### src/rtl/fp_pkg.sv
// Shared constants, state encoding and field helpers for the single-precision
// floating-point datapath (multiplier / divider).
package fp_pkg;

  localparam int unsigned EXP_W = 8;
  localparam int unsigned MAN_W = 23;
  localparam int unsigned FP_W  = 1 + EXP_W + MAN_W;
  localparam int unsigned BIAS  = (1 << (EXP_W - 1)) - 1;
  localparam int unsigned DIV_N = MAN_W + 3;
  localparam int unsigned CNT_W = $clog2(DIV_N);

  // Working exponent is two bits wider than the field and signed, so
  // E1 - E2 + BIAS and the normalise/round adjustments never wrap.
  localparam logic signed [EXP_W+1:0] EXP_S_BIAS = (EXP_W+2)'(BIAS);
  localparam logic signed [EXP_W+1:0] EXP_S_MAX  = (EXP_W+2)'((1 << EXP_W) - 1);
  localparam logic signed [EXP_W+1:0] EXP_S_ONE  = (EXP_W+2)'(1);

  localparam logic [FP_W-1:0] QNAN    = 32'h7FC0_0000;
  localparam logic [FP_W-1:0] POS_INF = 32'h7F80_0000;

  typedef enum logic [2:0] {
    IDLE,
    UNPACK,
    DIVIDE,
    NORM,
    PACK
  } fp_div_state_t;

  function automatic logic fp_sign(input logic [FP_W-1:0] f);
    return f[FP_W-1];
  endfunction

  function automatic logic [EXP_W-1:0] fp_exp(input logic [FP_W-1:0] f);
    return f[FP_W-2 -: EXP_W];
  endfunction

  function automatic logic [MAN_W-1:0] fp_man(input logic [FP_W-1:0] f);
    return f[MAN_W-1:0];
  endfunction

endpackage

### src/rtl/fp_mant_divider.sv
// Radix-2 restoring mantissa divider: one quotient bit per step, DIV_N steps.
// load_i primes rem with the dividend and captures the divisor; finished_o is
// high while the last step is being taken.
module fp_mant_divider
  import fp_pkg::*;
(
  input  logic             clk,
  input  logic             rst_n,
  input  logic             load_i,
  input  logic             step_i,
  input  logic [MAN_W:0]   m1_i,
  input  logic [MAN_W:0]   m2_i,
  output logic [DIV_N-1:0] q_o,
  output logic             rem_nz_o,
  output logic             finished_o
);

  localparam logic [CNT_W-1:0] CNT_LAST = CNT_W'(DIV_N - 1);

  // rem < 2*divisor always holds, so one bit above the mantissa suffices
  logic [MAN_W+1:0] rem_q, rem_d, diff;
  logic [MAN_W:0]   div_q, div_d;
  logic [DIV_N-1:0] quo_q, quo_d;
  logic [CNT_W-1:0] cnt_q, cnt_d;
  logic             rem_ge;

  // Iteration state registers
  always_ff @(posedge clk or negedge rst_n) begin
    if (!rst_n) begin
      rem_q <= '0;
      div_q <= '0;
      quo_q <= '0;
      cnt_q <= '0;
    end else begin
      rem_q <= rem_d;
      div_q <= div_d;
      quo_q <= quo_d;
      cnt_q <= cnt_d;
    end
  end

  // Load or one compare/subtract/shift step
  always_comb begin
    rem_d  = rem_q;
    div_d  = div_q;
    quo_d  = quo_q;
    cnt_d  = cnt_q;
    diff   = rem_q - {1'b0, div_q};
    rem_ge = (rem_q >= {1'b0, div_q});
    if (load_i) begin
      rem_d = {1'b0, m1_i};
      div_d = m2_i;
      quo_d = '0;
      cnt_d = '0;
    end else if (step_i) begin
      quo_d = {quo_q[DIV_N-2:0], rem_ge};
      rem_d = (rem_ge ? diff : rem_q) << 1;
      if (cnt_q != CNT_LAST) cnt_d = cnt_q + 1'b1;
    end
  end

  assign q_o        = quo_q;
  assign rem_nz_o   = |rem_q;
  assign finished_o = (cnt_q == CNT_LAST);

endmodule

### src/rtl/fp_div.sv
// Multi-cycle IEEE-754 single-precision divider, FP3 = FP1 / FP2.
// FSM: IDLE -> UNPACK -> DIVIDE(xDIV_N) -> NORM -> PACK -> IDLE.
// Build option FPDIV_ROUND_NEAREST_EN: round-to-nearest-even; otherwise truncate.
module fp_div
  import fp_pkg::*;
(
  input  logic            clk,
  input  logic            reset,
  input  logic            start,
  input  logic [FP_W-1:0] FP1,
  input  logic [FP_W-1:0] FP2,
  output logic            busy,
  output logic            done,
  output logic [FP_W-1:0] FP3,
  output logic            div_by_zero,
  output logic            invalid,
  output logic            overflow
);

  fp_div_state_t state_q, state_d;
  logic [FP_W-1:0]         op1_q, op1_d, op2_q, op2_d;
  logic                    sign_q, sign_d;
  logic signed [EXP_W+1:0] exp_q, exp_d, exp_rnd;
  logic                    special_q, special_d;
  logic [FP_W-1:0]         spec_res_q, spec_res_d;
  logic                    spec_inv_q, spec_inv_d, spec_dz_q, spec_dz_d;
  logic [MAN_W-1:0]        mant_q, mant_d, mant_rnd;
  logic [FP_W-1:0]         fp3_q, fp3_d;
  logic                    done_q, done_d, dz_q, dz_d, inv_q, inv_d, ovf_q, ovf_d;
`ifdef FPDIV_ROUND_NEAREST_EN
  logic                    g_q, g_d, s_q, s_d, rnd_carry;
`endif

  logic [EXP_W-1:0] e1, e2;
  logic [MAN_W-1:0] m1, m2;
  logic             a_zero, a_inf, a_nan, b_zero, b_inf, b_nan, res_sign;
  logic             sp_hit, sp_inv, sp_dz;
  logic [FP_W-1:0]  sp_res;
  logic             div_load, div_step, div_fin, rem_nz;
  logic [DIV_N-1:0] quo;

  fp_mant_divider u_mant_div (
    .clk        (clk),
    .rst_n      (reset),
    .load_i     (div_load),
    .step_i     (div_step),
    .m1_i       ({1'b1, m1}),
    .m2_i       ({1'b1, m2}),
    .q_o        (quo),
    .rem_nz_o   (rem_nz),
    .finished_o (div_fin)
  );

  // State and result registers
  always_ff @(posedge clk or negedge reset) begin
    if (!reset) begin
      state_q    <= IDLE;
      op1_q      <= '0;
      op2_q      <= '0;
      sign_q     <= 1'b0;
      exp_q      <= '0;
      special_q  <= 1'b0;
      spec_res_q <= '0;
      spec_inv_q <= 1'b0;
      spec_dz_q  <= 1'b0;
      mant_q     <= '0;
      fp3_q      <= '0;
      done_q     <= 1'b0;
      dz_q       <= 1'b0;
      inv_q      <= 1'b0;
      ovf_q      <= 1'b0;
`ifdef FPDIV_ROUND_NEAREST_EN
      g_q        <= 1'b0;
      s_q        <= 1'b0;
`endif
    end else begin
      state_q    <= state_d;
      op1_q      <= op1_d;
      op2_q      <= op2_d;
      sign_q     <= sign_d;
      exp_q      <= exp_d;
      special_q  <= special_d;
      spec_res_q <= spec_res_d;
      spec_inv_q <= spec_inv_d;
      spec_dz_q  <= spec_dz_d;
      mant_q     <= mant_d;
      fp3_q      <= fp3_d;
      done_q     <= done_d;
      dz_q       <= dz_d;
      inv_q      <= inv_d;
      ovf_q      <= ovf_d;
`ifdef FPDIV_ROUND_NEAREST_EN
      g_q        <= g_d;
      s_q        <= s_d;
`endif
    end
  end

  // Operand classification and special-case result (denormals read as zero)
  always_comb begin
    e1       = fp_exp(op1_q);
    e2       = fp_exp(op2_q);
    m1       = fp_man(op1_q);
    m2       = fp_man(op2_q);
    res_sign = fp_sign(op1_q) ^ fp_sign(op2_q);
    a_zero   = (e1 == '0);
    b_zero   = (e2 == '0);
    a_inf    = (e1 == '1) && (m1 == '0);
    b_inf    = (e2 == '1) && (m2 == '0);
    a_nan    = (e1 == '1) && (m1 != '0);
    b_nan    = (e2 == '1) && (m2 != '0);
    sp_hit   = 1'b1;
    sp_res   = '0;
    sp_inv   = 1'b0;
    sp_dz    = 1'b0;
    if (a_nan || b_nan || (a_zero && b_zero) || (a_inf && b_inf)) begin
      sp_res = QNAN;
      sp_inv = 1'b1;
    end else if (b_zero) begin
      sp_res = {res_sign, POS_INF[FP_W-2:0]};
      sp_dz  = !a_inf;
    end else if (a_inf) begin
      sp_res = {res_sign, POS_INF[FP_W-2:0]};
    end else if (a_zero || b_inf) begin
      sp_res = {res_sign, {(FP_W-1){1'b0}}};
    end else begin
      sp_hit = 1'b0;
    end
  end

  // Rounding of the normalised mantissa
  always_comb begin
`ifdef FPDIV_ROUND_NEAREST_EN
    {rnd_carry, mant_rnd} = {1'b0, mant_q} + (MAN_W+1)'(g_q & (s_q | mant_q[0]));
    exp_rnd = exp_q + {{(EXP_W+1){1'b0}}, rnd_carry};
`else
    mant_rnd = mant_q;
    exp_rnd  = exp_q;
`endif
  end

`ifndef FPDIV_ROUND_NEAREST_EN
  logic trunc_unused;
  assign trunc_unused = ^{quo[0], rem_nz};
`endif

  // Next-state, datapath sequencing and output packing
  always_comb begin
    state_d    = state_q;
    op1_d      = op1_q;
    op2_d      = op2_q;
    sign_d     = sign_q;
    exp_d      = exp_q;
    special_d  = special_q;
    spec_res_d = spec_res_q;
    spec_inv_d = spec_inv_q;
    spec_dz_d  = spec_dz_q;
    mant_d     = mant_q;
    fp3_d      = fp3_q;
    done_d     = 1'b0;
    dz_d       = dz_q;
    inv_d      = inv_q;
    ovf_d      = ovf_q;
    div_load   = 1'b0;
    div_step   = 1'b0;
`ifdef FPDIV_ROUND_NEAREST_EN
    g_d        = g_q;
    s_d        = s_q;
`endif
    case (state_q)
      IDLE: begin
        if (start) begin
          op1_d   = FP1;
          op2_d   = FP2;
          dz_d    = 1'b0;
          inv_d   = 1'b0;
          ovf_d   = 1'b0;
          state_d = UNPACK;
        end
      end
      UNPACK: begin
        sign_d     = res_sign;
        exp_d      = $signed({2'b00, e1}) - $signed({2'b00, e2}) + EXP_S_BIAS;
        special_d  = sp_hit;
        spec_res_d = sp_res;
        spec_inv_d = sp_inv;
        spec_dz_d  = sp_dz;
        div_load   = 1'b1;
        // Specials skip DIVIDE only; NORM leaves their state untouched
        state_d    = sp_hit ? NORM : DIVIDE;
      end
      DIVIDE: begin
        div_step = 1'b1;
        if (div_fin) state_d = NORM;
      end
      NORM: begin
        if (!special_q) begin
          if (quo[DIV_N-1]) begin
            mant_d = quo[DIV_N-2:2];
`ifdef FPDIV_ROUND_NEAREST_EN
            g_d    = quo[1];
            s_d    = quo[0] | rem_nz;
`endif
          end else begin
            mant_d = quo[DIV_N-3:1];
            exp_d  = exp_q - EXP_S_ONE;
`ifdef FPDIV_ROUND_NEAREST_EN
            g_d    = quo[0];
            s_d    = rem_nz;
`endif
          end
        end
        state_d = PACK;
      end
      PACK: begin
        done_d  = 1'b1;
        state_d = IDLE;
        if (special_q) begin
          fp3_d = spec_res_q;
          inv_d = spec_inv_q;
          dz_d  = spec_dz_q;
        end else if (exp_rnd >= EXP_S_MAX) begin
          fp3_d = {sign_q, POS_INF[FP_W-2:0]};
          ovf_d = 1'b1;
        end else if (exp_rnd < EXP_S_ONE) begin
          fp3_d = {sign_q, {(FP_W-1){1'b0}}};
        end else begin
          fp3_d = {sign_q, exp_rnd[EXP_W-1:0], mant_rnd};
        end
      end
      default: state_d = IDLE;
    endcase
  end

  assign busy        = (state_q != IDLE);
  assign done        = done_q;
  assign FP3         = fp3_q;
  assign div_by_zero = dz_q;
  assign invalid     = inv_q;
  assign overflow    = ovf_q;

endmodule

### config.mk
export PLATFORM = sky130hd
export DESIGN_NAME = fp_div
export DESIGN_NICKNAME = d
export VERILOG_FILES = /design/src/rtl/fp_pkg.sv /design/src/rtl/fp_mant_divider.sv /design/src/rtl/fp_div.sv
export SDC_FILE = /design/constraint.sdc
export NUM_CORES = 1
export LEC_CHECK = 0
export ABC_AREA = 1
export CAP_MARGIN = 25
export CORE_UTILIZATION = 50
export CTS_BUF_LIST = sky130_fd_sc_hd__clkbuf_8
export DETAILED_ROUTE_END_ITERATION = 12
export HOLD_SLACK_MARGIN = 0.05
export PLACE_DENSITY = 0.82
export SETUP_SLACK_MARGIN = 0.2
export SLEW_MARGIN = 5
export SYNTH_ARGS = -nofsm -noshare
export SYNTH_HDL_FRONTEND = slang
export SYNTH_HIERARCHICAL = 1
export SYNTH_SLANG_ARGS = --single-unit
### constraint.sdc
create_clock -name clk -period 1.95 [get_ports clk]
set_input_delay 0.585 -clock clk [delete_from_list [all_inputs] [get_ports clk]]
set_output_delay 0.585 -clock clk [all_outputs]
set_load 0.01 [all_outputs]
==> results.sh <==
export IMPL_die_x_um=159
export IMPL_die_h_um=159
export IMPL_setup_violations=23
export IMPL_outcome="finished with violations"
export IMPL_cts_buffers=38
export IMPL_hpwl_um=23600
export IMPL_grtUsageTotal_pct=27.5
export IMPL_setup_tns_final_ns=-1.10
export IMPL_placeableCoreArea_mm2=0.0242
export IMPL_drtPass1Iterations=6
export IMPL_regArea_mm2=0.00556
export IMPL_cts_num_sinks=222
export IMPL_fmax_ghz=0.489
export IMPL_drv_cap=0
export IMPL_synth_area_per_cell_um2=7.56
export IMPL_die_area_mm2=0.0252
export IMPL_antenna_found_initial=1
export IMPL_ant_nets=0
export IMPL_maxSlewViolCount=0
export IMPL_ir_drop_mv=1.19
export IMPL_finalHoldViolCount=0
export IMPL_powerDensity_mw_per_mm2=2010
export IMPL_hold_class="reg -> reg"
export IMPL_drive_gt1_share_pct=29.6
export IMPL_num_vias=12500
export IMPL_synth_area_mm2=0.0123
export IMPL_wl_per_cell_um=16.4
export IMPL_htreeDepth=2
export IMPL_pin_count=104
export IMPL_rsz0062_at_grt="true"
export IMPL_crit_fanout=4
export IMPL_path_class="reg -> reg"
export IMPL_post_route_drc_count=0
export IMPL_cts_root_buf="clkbuf_8"
export IMPL_grt_max_degree=81
export IMPL_multi_input_area_mm2=0.00666
export IMPL_synth_cells=1626
export IMPL_final_nets=2049
export IMPL_grt_pass1_wl_um=56900
export IMPL_cp_required_ns=2.39
export IMPL_overflow=0
export IMPL_cts_tree="built"
export IMPL_dr_first_iter_drc_count=1321
export IMPL_fin_worst_skew_ns=0.0110
export IMPL_port_buffers=103
export IMPL_endpoint_kind="flip-flop"
export IMPL_period_minus_slack_ns=2.05
export IMPL_p_leak_nw=8.50
export IMPL_wirelength_um=37700
export IMPL_grt_pass1_vias=11800
export IMPL_nFillCells=1678
export IMPL_routabilityCongestion=0.988
export IMPL_power_w=0.0347
export IMPL_rows=57
export IMPL_clk_path_buf_depth=3
export IMPL_start_util_pct=50.7
export IMPL_path_clk_slew_ns=0.06
export IMPL_layout_setup_ws_ns=-0.0955
export IMPL_period_share_pct=105
export IMPL_yosysWarnings=6
export IMPL_pre_cts_slack_ns=-0.102
export IMPL_worstPathArrival_ns=2.48
export IMPL_via_per_inst=5.47
export IMPL_final_util_pct=71.1
export IMPL_area_delta_synth_final_pct=40.1
export IMPL_insertion_delay_ns=0.55
export IMPL_violations="setup timing"
export IMPL_worst_setup_path_start_kind="flip-flop"
## through the flow
step	area [um2]	hold WS, ns	cells
2_1_floorplan	12600	0.289	1627
3_3_place_gp	14900	0.464	2131
3_5_place_dp	14900	0.469	2131
4_1_cts	16400	0.484	2244
5_1_grt	17200	0.499	2294
6_report	17200	0.480	2294
## layout make-up
type	count	share of cell area, %
diodes	1	0.0145
clock buffers	50	3.99
clock inverters	16	0.639
inverters	249	5.50
multi-input cells	1106	38.6
flip-flops and latches	222	32.2
well taps	324	2.35
repair buffers	326	16.6
## final timing paths
path | end | slack (ns) | from | cells after the start
max reg2reg | u_mant_div/rem_q[19] | -0.1 | u_mant_div/div_q[5] | 16
max in group asynchronous | u_mant_div/div_q[3] | 0.77 | reset | 3
min in group asynchronous | mant_q[8] | 0.53 | reset | 2
max | u_mant_div/rem_q[19] | -0.1 | u_mant_div/div_q[5] | 16
min reg2reg | FP3[7] | 0.48 | FP3[7] | 2
min | FP3[7] | 0.48 | FP3[7] | 2
## metal layers
metal / global-route usage (%) / up-vias / routed length, um / share of wire [%]
li1: - / 5839 / - / -
met4: 9.93 / 0 / 1130 / 3.0
met5: 0 / - / 0 / 0
met1: 36.9 / 5990 / 15600 / 41
met2: 45.2 / 611 / 18300 / 48
met3: 3.89 / 101 / 2730 / 7.3
## sequential cells by signal (all words and copies together) (netlist names)
register and flops:
special_q 1, op1_q 32, u_mant_div/cnt_q 5, div_by_zero 1
u_mant_div/div_q 24, FP3 32, spec_res_q 3, overflow 1
u_mant_div/q_o 26, invalid 1, u_mant_div/rem_q 25, spec_dz_q 1
op2_q 32, mant_q 23, state_q 3, sign_q 1
done 1, exp_q 10
## layout by cell type, fill, tap and decap left out, drive strengths merged, types with 27 or more instances in the layout
| cell type | count |
|---|---|
| o21ai | 128 |
| nand2 | 543 |
| inv | 261 |
| nand3 | 100 |
| dfrtp | 222 |
| nor2 | 108 |
| o211ai | 27 |
| clkdlybuf4s50 | 65 |
| nand4 | 43 |
| ha | 38 |
| clkbuf | 60 |
| buf | 249 |
| a21oi | 31 |
## power by group
part | internal, W | switching, W | total, W
Clock | 0.00244 | 0.00195 | 0.00439
Combinational | 0.00990 | 0.0130 | 0.0229
Sequential | 0.00614 | 0.00123 | 0.00737
Total | 0.0185 | 0.0162 | 0.0347
## worst max-delay path, cell delays in order (launching register included)
cell	delay (ns)
dfrtp_1	0.36
inv_1	0.13
ha_4	0.25
nand2_2	0.14
inv_1	0.10
nand2_1	0.08
nand2_1	0.07
nand2_1	0.08
nand3_1	0.15
nand2_2	0.14
nand2_1	0.05
nand2_1	0.06
nand2_1	0.09
nand2_4	0.07
nand3_2	0.05
nand2_1	0.07
nand2_1	0.05
## timing repair
| action | CTS | global route |
|---|---|---|
| endpoints found under the hold margin | 37 | 0 |
| buffers inserted | 46 | 46 |
| pin swaps | 51 | 65 |
| hold buffers | 1 | 0 |
| resized for setup | 248 | 161 |
| setup endpoints to repair | 92 | 111 |
| cloned | 0 | 3 |
Note: power is estimated with default switching activity, not from simulation.
